--- src/rtl/fifo_pkg.sv ---
// Shared constants and occupancy encoding for the fifo_sync / fifo_rd_ctrl pair.
package fifo_pkg;

    localparam int MEMORY_WIDTH = 4;
    localparam int MEMORY_DEPTH = 4;
    localparam int ADDRESS_SIZE = $clog2(MEMORY_DEPTH);

    typedef enum logic [1:0] {
        S_EMPTY = 2'd0,
        S_ONE   = 2'd1,
        S_FULL  = 2'd2
    } occ_state_t;

    function automatic logic [1:0] occ_level(input occ_state_t s);
        case (s)
            S_ONE:   return 2'd1;
            S_FULL:  return 2'd2;
            default: return 2'd0;
        endcase
    endfunction

endpackage

--- src/rtl/fifo_rd_skid.sv ---
// Two-entry output buffer; slot0 is always the head word, slot1 shifts forward on pop.
module fifo_rd_skid #(
    parameter int WIDTH = fifo_pkg::MEMORY_WIDTH
) (
    input  logic             clk,
    input  logic             rst,
    input  logic             push,
    input  logic [WIDTH-1:0] push_data,
    input  logic             pop,
    output logic [WIDTH-1:0] head,
    output logic             valid,
    output logic [1:0]       level
);
    import fifo_pkg::*;

    occ_state_t       state;
    occ_state_t       state_next;
    logic [WIDTH-1:0] slot0;
    logic [WIDTH-1:0] slot1;

    always_ff @(posedge clk or posedge rst) begin
        if (rst) begin
            state <= S_EMPTY;
        end else begin
            state <= state_next;
        end
    end

    always_comb begin
        state_next = state;
        case (state)
            S_EMPTY: begin
                if (push) state_next = S_ONE;
            end
            S_ONE: begin
                if (push && !pop)      state_next = S_FULL;
                else if (!push && pop) state_next = S_EMPTY;
            end
            S_FULL: begin
                if (!push && pop) state_next = S_ONE;
            end
            default: state_next = S_EMPTY;
        endcase
    end

    always_comb begin
        valid = (state != S_EMPTY);
        level = occ_level(state);
        head  = slot0;
    end

    // A push into a full buffer only happens alongside a pop, so the new word lands in the freed slot.
    always_ff @(posedge clk or posedge rst) begin
        if (rst) begin
            slot0 <= '0;
            slot1 <= '0;
        end else begin
            case (state)
                S_EMPTY: begin
                    if (push) slot0 <= push_data;
                end
                S_ONE: begin
                    if (push && pop) slot0 <= push_data;
                    else if (push)   slot1 <= push_data;
                end
                S_FULL: begin
                    if (pop) begin
                        slot0 <= slot1;
                        if (push) slot1 <= push_data;
                    end
                end
                default: ;
            endcase
        end
    end

endmodule

--- src/rtl/fifo_rd_ctrl.sv ---
// Read-side controller for fifo_sync: issues reads, tracks the in-flight word and
// presents the buffered words on a valid/ready stream with a delivered-word counter.
module fifo_rd_ctrl #(
    parameter int MEMORY_WIDTH = fifo_pkg::MEMORY_WIDTH,
    parameter int COUNT_WIDTH  = 8
) (
    input  logic                    clk,
    input  logic                    rst,
    input  logic                    en,
    input  logic                    EMPTY,
    output logic                    r_en,
    input  logic [MEMORY_WIDTH-1:0] RD,
    output logic [MEMORY_WIDTH-1:0] out_data,
    output logic                    out_valid,
    input  logic                    out_ready,
    output logic [COUNT_WIDTH-1:0]  rd_count
);
    logic       pop;
    logic       inflight;
    logic [1:0] level;
    logic [2:0] pending;

    assign pop = out_valid & out_ready;

    // Slots already claimed once this cycle's pop is accounted for; pop implies level >= 1.
    assign pending = {1'b0, level} + {2'b00, inflight} - {2'b00, pop};
    assign r_en    = ~rst & en & ~EMPTY & (pending < 3'd2);

    always_ff @(posedge clk or posedge rst) begin
        if (rst) begin
            inflight <= 1'b0;
            rd_count <= '0;
        end else begin
            inflight <= r_en;
            if (pop) rd_count <= rd_count + 1'b1;
        end
    end

    fifo_rd_skid #(
        .WIDTH(MEMORY_WIDTH)
    ) u_skid (
        .clk      (clk),
        .rst      (rst),
        .push     (inflight),
        .push_data(RD),
        .pop      (pop),
        .head     (out_data),
        .valid    (out_valid),
        .level    (level)
    );

endmodule
--- config.mk ---
export PLATFORM = sky130hd
export DESIGN_NAME = fifo_rd_ctrl
export DESIGN_NICKNAME = d
export VERILOG_FILES = /design/src/rtl/fifo_pkg.sv /design/src/rtl/fifo_rd_skid.sv /design/src/rtl/fifo_rd_ctrl.sv
export SDC_FILE = /design/constraint.sdc
export NUM_CORES = 1
export LEC_CHECK = 0
export CAP_MARGIN = 30
export CORE_UTILIZATION = 55
export CTS_BUF_LIST = sky130_fd_sc_hd__clkbuf_8
export DETAILED_ROUTE_END_ITERATION = 8
export PLACE_DENSITY = 0.86
export SLEW_MARGIN = 0
export SYNTH_ARGS = -nofsm -noshare
export SYNTH_HDL_FRONTEND = slang
export SYNTH_SLANG_ARGS = --single-unit
--- constraint.sdc ---
create_clock -name clk -period 9.76 [get_ports clk]
set_clock_uncertainty 0.15 [all_clocks]
set_input_delay 2.928 -clock clk [delete_from_list [all_inputs] [get_ports clk]]
set_output_delay 2.928 -clock clk [all_outputs]
set_load 0.01 [all_outputs]
==> summary.md <==
| Metric | Value |
|---|---|
| Synthesized cell area | `about 1000 µm²` |
| First-pass GRT wire length | `~3.3 mm` |
| Crit end category | `output pin` |
| Ys Warns | `0` |
| Top_reg_cell synth | `dfrtp_1` |
| Synth Register Bits | `19` |
| Area Overhead vs Synth | `25.5%` |
| Mean number of vias per cell | `5.23` |
| Commonest cells after routing, fill and taps aside | `22 x clkdlybuf4s50_1, 19 x dfrtp_1, 8 x mux2_4, 7 x nand2_1` |
| Adder-cell share of the synthesized area | `0.0319` |
| Total GRT Usage | `0.229` |
| P_int | `around 0.18 mW` |
| Largest net degree at the start of global routing | `20` |
| Top cell type's share of synthesized area | `0.466` |
| Worst R2R Setup Slack | `about 7.7 ns` |
| Final period util | `0.871` |
| Antenna cells | `0` |
| Initial Util | `0.591` |
| Residual DRC | `0` |
| Starting DRC count in detailed routing | `4` |
| CP Max Fanout | `11` |
| Reg2Reg Capture Point | `inflight$_DFF_PP0_` |
| Clock Power Share | `0.206` |
| Sw Share | `0.297` |
| Clock sinks | `19` |
| FILL cells | `139` |
| H-tree depth | `1` |
| Startpoint types | `input port` |
| Final period demand of the worst path | `roughly 8.5 ns` |
| Hold WC Path Type | `reg2reg` |
| RSZ-0062 raised after global routing | `no` |
| Routed WL | `between 1.5 and 2 mm` |
| Worst Setup Path Type | `in2out` |
| Die footprint | `~2000 µm²` |
| Commonest non-fill, non-tap cell in the layout | `clkdlybuf4s50_1` |
| Sequential share of power | `0.464` |
| Worst-Margin Slew | `0.718 ns` |
| Io pins | `23` |
| Hold_buf cts | `0` |
| Seq/Total Area, Yosys | `0.466` |
| Sw power | `about 0.077 mW` |
| Clock latency at the later pin of the worst-skew pair | `approximately 0.26 ns` |
| Synth area leaders | `dfrtp_1 47%, mux2_4 12%, mux2_2 4.4%` |
| Nets@finish | `roughly 120` |
| Number of global-route vias before repair | `approximately 690` |
| Largest family of logic cells by synthesized area | `multiplexers` |
| Rel. slew slack | `0.521` |
| Simple-Gate Fraction of Synth Area | `0.137` |
| Max IR drop VDD | `roughly 130 µV` |
| Synth Area in Compound Gates | `0.0772` |
| Hold path depth | `1` |
| Rows | `15` |
| Clock root cell | `clkbuf_8` |
| Hold Crit Start | `rd_count[7]$_DFFE_PP0P_` |
| Max Slew Vio Count | `0` |
| Final hold vios | `0` |
| Total power draw | `approximately 0.26 mW` |
| WHS Endpoint | `rd_count[7]$_DFFE_PP0P_` |
| CTS buffer count | `3` |
| Status | `complete, no violations` |
| Hold slack | `around 0.33 ns` |
| Multiplexer area fraction after synthesis | `0.172` |
| CTS tree | `built` |
| EDFF count, synth | `0` |
| R2R cell count | `5` |
| Synth Net Count | `93` |
| GR Overflow Total | `0` |
| Wire per inst | `approximately 15 µm` |
| DP HPWL | `~1.4 mm` |
| Mean Syn Cell Area | `roughly 12 µm²` |
| Placeable Area | `around 1700 µm²` |
| Async set-reset flop share out of synthesis | `1.00` |
| Die Y | `roughly 45 µm` |
| Achievable Freq | `between 100 and 150 MHz` |
| Final setup TNS | `0 ns` |
| Library cells used by synthesis | `32` |
| Post-Synth XOR/XNOR Area | `0.0686` |
| Placer Congestion | `0.747` |
| Critical Path AT | `~5.4 ns` |
| Leak | `0.569 nW` |
| Port Buffers | `22` |
| Drt pass-1 iters | `4` |
| Routed Antenna Nets | `0` |
| Initial antenna violation count | `0` |
| Max Cap Viol | `0` |
| CTS max path bufs | `2` |
| P per Cell Area | `around 200 nW/µm²` |
| Area leader, netlist | `dfrtp_1` |
| Clock Pin Slew Worst Setup and Hold Paths | `~0.07 ns` |
| Layout cells sized above 1 | `0.212` |
| Final setup vio count | `0` |
| Setup ws final | `roughly 1.3 ns` |
| Critical Path RT | `approximately 6.7 ns` |
| Die W | `between 40 and 50 µm` |
| Setup repair bufs after CTS | `0` |
| Gate power share | `0.330` |
| Setup WS pre-CTS | `~1.2 ns` |
| Post_cts resized | `0` |
| R2R Path Start | `u_skid.state[0]$_DFFE_PP0P_` |
| Cells after Synth | `82` |
| Via count | `just under 700` |
-- worst max path at each step --
stage | cells after the start | from | end | slack (ns)
after global routing | 7 | out_ready | r_en | 1.05
final | 7 | out_ready | r_en | 1.26
after global placement | 7 | out_ready | r_en | 1.32
after CTS | 7 | out_ready | r_en | 1.24
after detailed placement | 7 | out_ready | r_en | 1.21
after floorplan | 6 | out_ready | r_en | 2.30
-- through the flow --
stage	utilization	cell area (µm²)	std cells
after global routing	0.742	1280	129
after detailed placement	0.715	1230	125
final	0.742	1280	129
after floorplan	-	1020	82
after CTS	0.742	1280	129
after global placement	0.715	1230	125
-- routing by layer --
metal	vias up	global-route usage	wire [µm]
li1	330	-	-
met1	327	0.284	835
met2	13	0.380	964
met3	5	0.0720	66
met4	0	0.0727	23
met5	-	0	0
-- worst max-delay path: stages --
cell             delay (ns)
clkdlybuf4s50_1        0.72
and2_1                 0.23
o21ai_0                0.12
fa_1                   0.50
nand2_1                0.05
nor4_1                 0.28
clkdlybuf4s50_1        0.60
-- cell type report --
| type | count | area [µm²] | share of cell area |
|---|---|---|---|
| multi-input combinational | 56 | 497 | 0.388 |
| sequential | 19 | 475 | 0.371 |
| timing repair buffer | 22 | 220 | 0.172 |
| clock buffer | 3 | 41.3 | 0.0322 |
| tap | 25 | 31.3 | 0.0244 |
| inverter | 3 | 11.3 | 0.00879 |
| clock inverter | 1 | 5.00 | 0.00391 |
-- Yosys cell counts (2+ instances only) --
library cell,count
a21oi_1,2
buf_4,2
buf_6,2
dfrtp_1,19
inv_1,3
mux2_2,4
mux2_4,8
nand2_1,7
nand3_1,2
nor3_1,2
nor4_1,2
o21ai_0,2
o21ai_2,2
xnor2_1,4
xor2_1,4
-- kinds of logic after synthesis --
| logic type | Yosys count |
|---|---|
| AO/OA/AOI/OAI | 9 |
| XOR/XNOR | 8 |
| adder cells (fa/ha/maj) | 2 |
| buffers and inverters | 7 |
| flip-flops | 19 |
| multiplexers | 13 |
| AND/OR/NAND/NOR | 24 |
-- power groups by stage --
stage                     clock network (mW)  logic [mW]  registers [mW]
after floorplan                            0      0.0429           0.123
after global placement                     0      0.0836           0.120
after detailed placement                   0      0.0864           0.122
after CTS                             0.0555      0.0869           0.121
after global routing                  0.0588      0.0931           0.125
final                                 0.0537      0.0859           0.121
-- state kept, by name, summed over array words and instances (netlist names) --
signal,flops
u_skid.head,4
u_skid.slot1,4
inflight,1
rd_count,8
u_skid.state,2
No activity file was read; power rests on OpenSTA's default activity.
==> RTL edit 1, RTL diff (same flow settings) <==
The parameter `COUNT_WIDTH` goes from 8 to 6.
--- a/src/rtl/fifo_rd_ctrl.sv
+++ b/src/rtl/fifo_rd_ctrl.sv
@@ -3,5 +3,5 @@
 module fifo_rd_ctrl #(
     parameter int MEMORY_WIDTH = fifo_pkg::MEMORY_WIDTH,
-    parameter int COUNT_WIDTH  = 8
+    parameter int COUNT_WIDTH  = 6
 ) (
     input  logic                    clk,
Interface: changed (resized rd_count); port bits go from 23 to 21. The function was not compared with the original's and may differ.
==> RTL edit 1 against the unedited design <==
Synthesized area down 9.2%; first-iteration DRC count down 25%; power decreased by 6.5%; setup slack got worse by 0.098 ns; final area fell by 9.7%; register-to-register slack worse by 0.13 ns; routed wire length down 14%; non-clock buffer count is 2 lower; sequential cell count fell by 2; critical path type unchanged; highest routed layer is now met3.
==> RTL edit 1: results (changes against the unedited design) <==
CTS resizes=0 (unchanged); adder-cell share of the synthesized area=3.51% (+0.32 points); XOR/XNOR Fraction of Synth Area=5.67% (-1.2 points); Ant. Diodes=0 (unchanged); Layout fillers=113 (-19%); post-synthesis compound-gate area fraction=8.10% (+0.38 points); first-pass GRT wire length=2650 µm (-19%); run status=finished clean; hold path depth=1 (unchanged); synth top area cells=dfrtp_1 (46%), mux2_4 (13%), mux2_2 (4.9%); Num CTS Buffers=3 (unchanged); Worst slew margin=58.4% (+6.3 points); Vias=589 (-13%); layout cells sized above 1=21.5% (+0.35 points); placed inst area=1110 µm² (-9.9%); Worst-Skew Late Latency=roughly 0.25 ns; synth unique cells=32 (unchanged); Place WS=1.15 ns (-0.0542 ns); WP data arrival=5.52 ns (+0.10 ns); top post-synthesis cells by count=dfrtp_1 (17), mux2_4 (8), nand2_1 (6); postcts setup bufs=0 (unchanged); Detailed Routing Iterations Pass 1=5 (+1); post-synthesis mux area share=18.9% (+1.7 points); register area share after synthesis=45.9% (-0.68 points); syn_nets=84 (-9.7%); vias per cell=5.40 (+3.3%); clk root buf=clkbuf_8; # placed instances=105 (-16%); antenna violations before repair=0 (unchanged); worst r2r src=u_skid.state[0]; Synthesis Warnings=0 (unchanged); Lkg Pwr=0.531 nW (-6.7%); Reg2Reg Depth=5 (unchanged); Avg WL per Cell=14.8 µm (+1.2%); port bufs=20 (-9.1%); Hold Crit Class=reg2reg; CP Launch Point=out_ready; Syn Inst Count=73 (-11%); Tot GR Track Use=19.4% (-3.5 points); final RePlAce weighted congestion=0.725 (-2.8%); CP max FO=11 (unchanged); asr flop ratio synth=100% (unchanged); CTS H-tree depth=1 (unchanged); iteration-0 DRC count of the detailed router=3 (-1); Max Cap Viol=0 (unchanged); Peak VDD IR=0.000145 V (+14%); clock slew at reported path FFs=0.06 ns; hold_sp=rd_count[5]; Psw=0.0000706 W (-8.9%); worst-case clock buffer depth=2 (unchanged); vias in the first global route=597 (-14%); Largest Register=rd_count; largest net degree at the start of global routing=18 (-10%); Largest register FFs=6 (-2); Most used DFF post-synth=dfrtp_1
[RTL edit 1: cell count changes after synthesis, sizes merged]
cell and change:
and2b -1, dfrtp -2, inv -1, nand2 -1, nand2b +1, nand3 -1
nor3 -1, nor4 -1, xor2 -2
[RTL edit 1: worst paths after layout]
path / end / slack (ns)
worst max-delay path: r_en / 1.16
worst min-delay path: rd_count[5] / 0.32
worst max register to register: inflight / 7.59
worst min register to register: rd_count[5] / 0.32
max in group asynchronous: u_skid.slot1[0] / 6.12
min in group asynchronous: rd_count[0] / 2.93
[RTL edit 1: cell families after synthesis]
logic type,after synthesis
flip-flops,17
multiplexers,13
XOR/XNOR,6
AO/OA/AOI/OAI,9
adder cells (fa/ha/maj),2
buffers and inverters,6
AND/OR/NAND/NOR,20
[RTL edit 1: stage by stage]
stage                     hold slack (ns)  power [W]  util (%)
final                               0.323   0.000244      75.1
after global routing                0.330   0.000257      75.1
after CTS                           0.329   0.000247      75.1
after detailed placement            0.315   0.000195      72.2
after global placement              0.310   0.000190      72.2
after floorplan                     0.329   0.000154         -
[RTL edit 1: critical path, cell delays in order]
cell and delay, ns:
clkdlybuf4s50_1 0.62, nor3b_2 0.32, o21ai_0 0.15, fa_1 0.49, nand2_1 0.05, nor4_1 0.34
clkdlybuf4s50_1 0.63
[RTL edit 1: cell type report]
cell class,instances,area [µm²],share of cell area (%)
inverters,2,7.51,0.649
multi-input cells,50,459,39.7
repair buffers,20,200,17.3
clock inverters,1,3.75,0.324
flip-flops and latches,17,425,36.8
well taps,16,20.0,1.73
clock buffers,3,41.3,3.57
[RTL edit 1: per-layer routing]
layer / global-route usage, % / wire length (µm) / vias to the layer above
li1: - / - / 291
met1: 23.2 / 714 / 287
met2: 36.1 / 864 / 11
met3: 1.28 / 37 / 0
met4: 7.27 / 0 / 0
met5: 0 / 0 / -
[RTL edit 1: power groups by stage]
stage               Sequential [W]  Combinational, W  Clock [W]
global placement          0.000110         0.0000804          0
global route              0.000113         0.0000888  0.0000548
finish                    0.000111         0.0000821  0.0000508
floorplan                 0.000113         0.0000405          0
CTS                       0.000111         0.0000835  0.0000524
detailed placement        0.000112         0.0000830          0
==> RTL edit 2, RTL diff (same flow settings) <==
Without the edit above. The 3 states of `occ_state_t` get a one-hot encoding in 3 bits.
--- a/src/rtl/fifo_pkg.sv
+++ b/src/rtl/fifo_pkg.sv
@@ -6,8 +6,8 @@
     localparam int ADDRESS_SIZE = $clog2(MEMORY_DEPTH);
 
-    typedef enum logic [1:0] {
-        S_EMPTY = 2'd0,
-        S_ONE   = 2'd1,
-        S_FULL  = 2'd2
+    typedef enum logic [2:0] {
+        S_EMPTY = 3'b001,
+        S_ONE   = 3'b010,
+        S_FULL  = 3'b100
     } occ_state_t;
 
Function: no difference found for any inputs over 10 cycles, from zero or initial values and one cycle with rst high; not proved beyond that.
==> RTL edit 2 against the unedited design <==
Synthesized area up 6.9%; via count rose by 12%; sequential cell count rose by 1; power fell by 8.5%; highest routed layer unchanged; maximum frequency shrank 1.3%; critical endpoint unchanged; routed wire length increased by 9.2%; final area grew 6.7%; critical path depth is 2 higher; sequential power decreased by 8%; non-clock buffer count did not move; clock power up 18%; setup slack got worse by 0.11 ns.
==> RTL edit 2: results (changes against the unedited design) <==
Reg2Reg Depth=7 (+2); RR Endpoint=inflight; Lkg Pwr=0.601 nW (+5.6%); Internal=0.000172 W (-6.2%); Final #Nets=126 (+8.6%); # placed instances=135 (+8.0%); Num CTS Buffers=3 (unchanged); post-synthesis mux area share=13.4% (-3.7 points); clock slew at reported path FFs=0.07 ns (about the same); Peak VDD IR=0.000146 V (+15%); CP max FO=8 (-3); antenna violations before repair=0 (unchanged); final WL=2060 µm (+9.2%); Detailed Routing Iterations Pass 1=4 (unchanged); post-synthesis compound-gate area fraction=7.34% (-0.38 points); postcts setup bufs=0 (unchanged); placed inst area=1310 µm² (+6.3%); Net Sw Frac=28.0% (-1.7 points); dpl hpwl=1520 µm (+8.9%); largest net degree at the start of global routing=21 (+5.0%); Hold Path End=u_skid.slot1[3]; first-pass GRT wire length=3130 µm (-3.8%); adder-cell share of the synthesized area=2.98% (-0.20 points); syn_area_per_cell=12.0 µm² (-3.7%); Largest register FFs=8 (unchanged); port bufs=22 (unchanged); Tot GR Track Use=21.7% (-1.2 points); run status=finished clean; iteration-0 DRC count of the detailed router=10 (+6); reg2reg setup slack=7.47 ns (-0.25 ns); vias in the first global route=693 (unchanged); syn_nets=102 (+9.7%); CTS H-tree depth=1 (unchanged); worst r2r src=u_skid.state[0]; XOR/XNOR Fraction of Synth Area=6.42% (-0.44 points); Comb power frac=26.8% (-6.2 points); CP endpoint=r_en; hold path depth=1 (unchanged); top post-synthesis cells by count=dfrtp_1 (19), mux2_1 (8), nand2_1 (8); layout cells sized above 1=18.4% (-2.7 points); CTS resizes=0 (unchanged); asr flop ratio synth=100% (unchanged); vias per cell=5.45 (+4.2%); Worst slew margin=50.1% (-2.1 points); final RePlAce weighted congestion=0.859 (+15%); Vias=758 (+12%); worst setup margin=1.15 ns (-0.110 ns); synth unique cells=36 (+13%); hold_sp=u_skid.slot1[3]; Place WS=1.22 ns (+0.0138 ns); synth top area cells=dfrtp_1 (44%), mux2_1 (8.3%), mux2_2 (5.2%); WHS=0.344 ns (+0.0152 ns); register area share after synthesis=46.0% (-0.58 points); sequential share of power=46.6% (+0.2 points)
==> RTL edit 2: cell types whose count changed after synthesis, moves of 2 or more <==
cell     unedited run  this run
o21ai_2             2         0
o21ai_0             2         0
mux2_4              8         0
mux2_1              0         8
nor2_1              1         6
==> RTL edit 2: metal layers <==
layer	GRT usage, %	vias up	part of all wire [%]	routed length, µm
met5	0	-	0	0
met2	33.1	15	52	1070
met4	14.1	0	2.5	51
met3	4.71	5	2.7	55
li1	-	364	-	-
met1	27.3	374	43	887
==> RTL edit 2: critical path: stages <==
cell and delay [ns]:
clkdlybuf4s50_1 0.63, nor2b_1 0.22, nor2_1 0.07, o22ai_1 0.13
nand2_1 0.09, fa_1 0.49, nand2_1 0.05, nor4_1 0.31
clkdlybuf4s50_1 0.62
==> RTL edit 2: area by class of cell <==
class / instances / area, µm²
tap: 25 / 31.3
sequential: 20 / 502
clock buffer: 4 / 55.1
inverter: 5 / 21.3
fill: 125 / 434
timing repair buffer: 22 / 220
multi-input combinational: 63 / 538
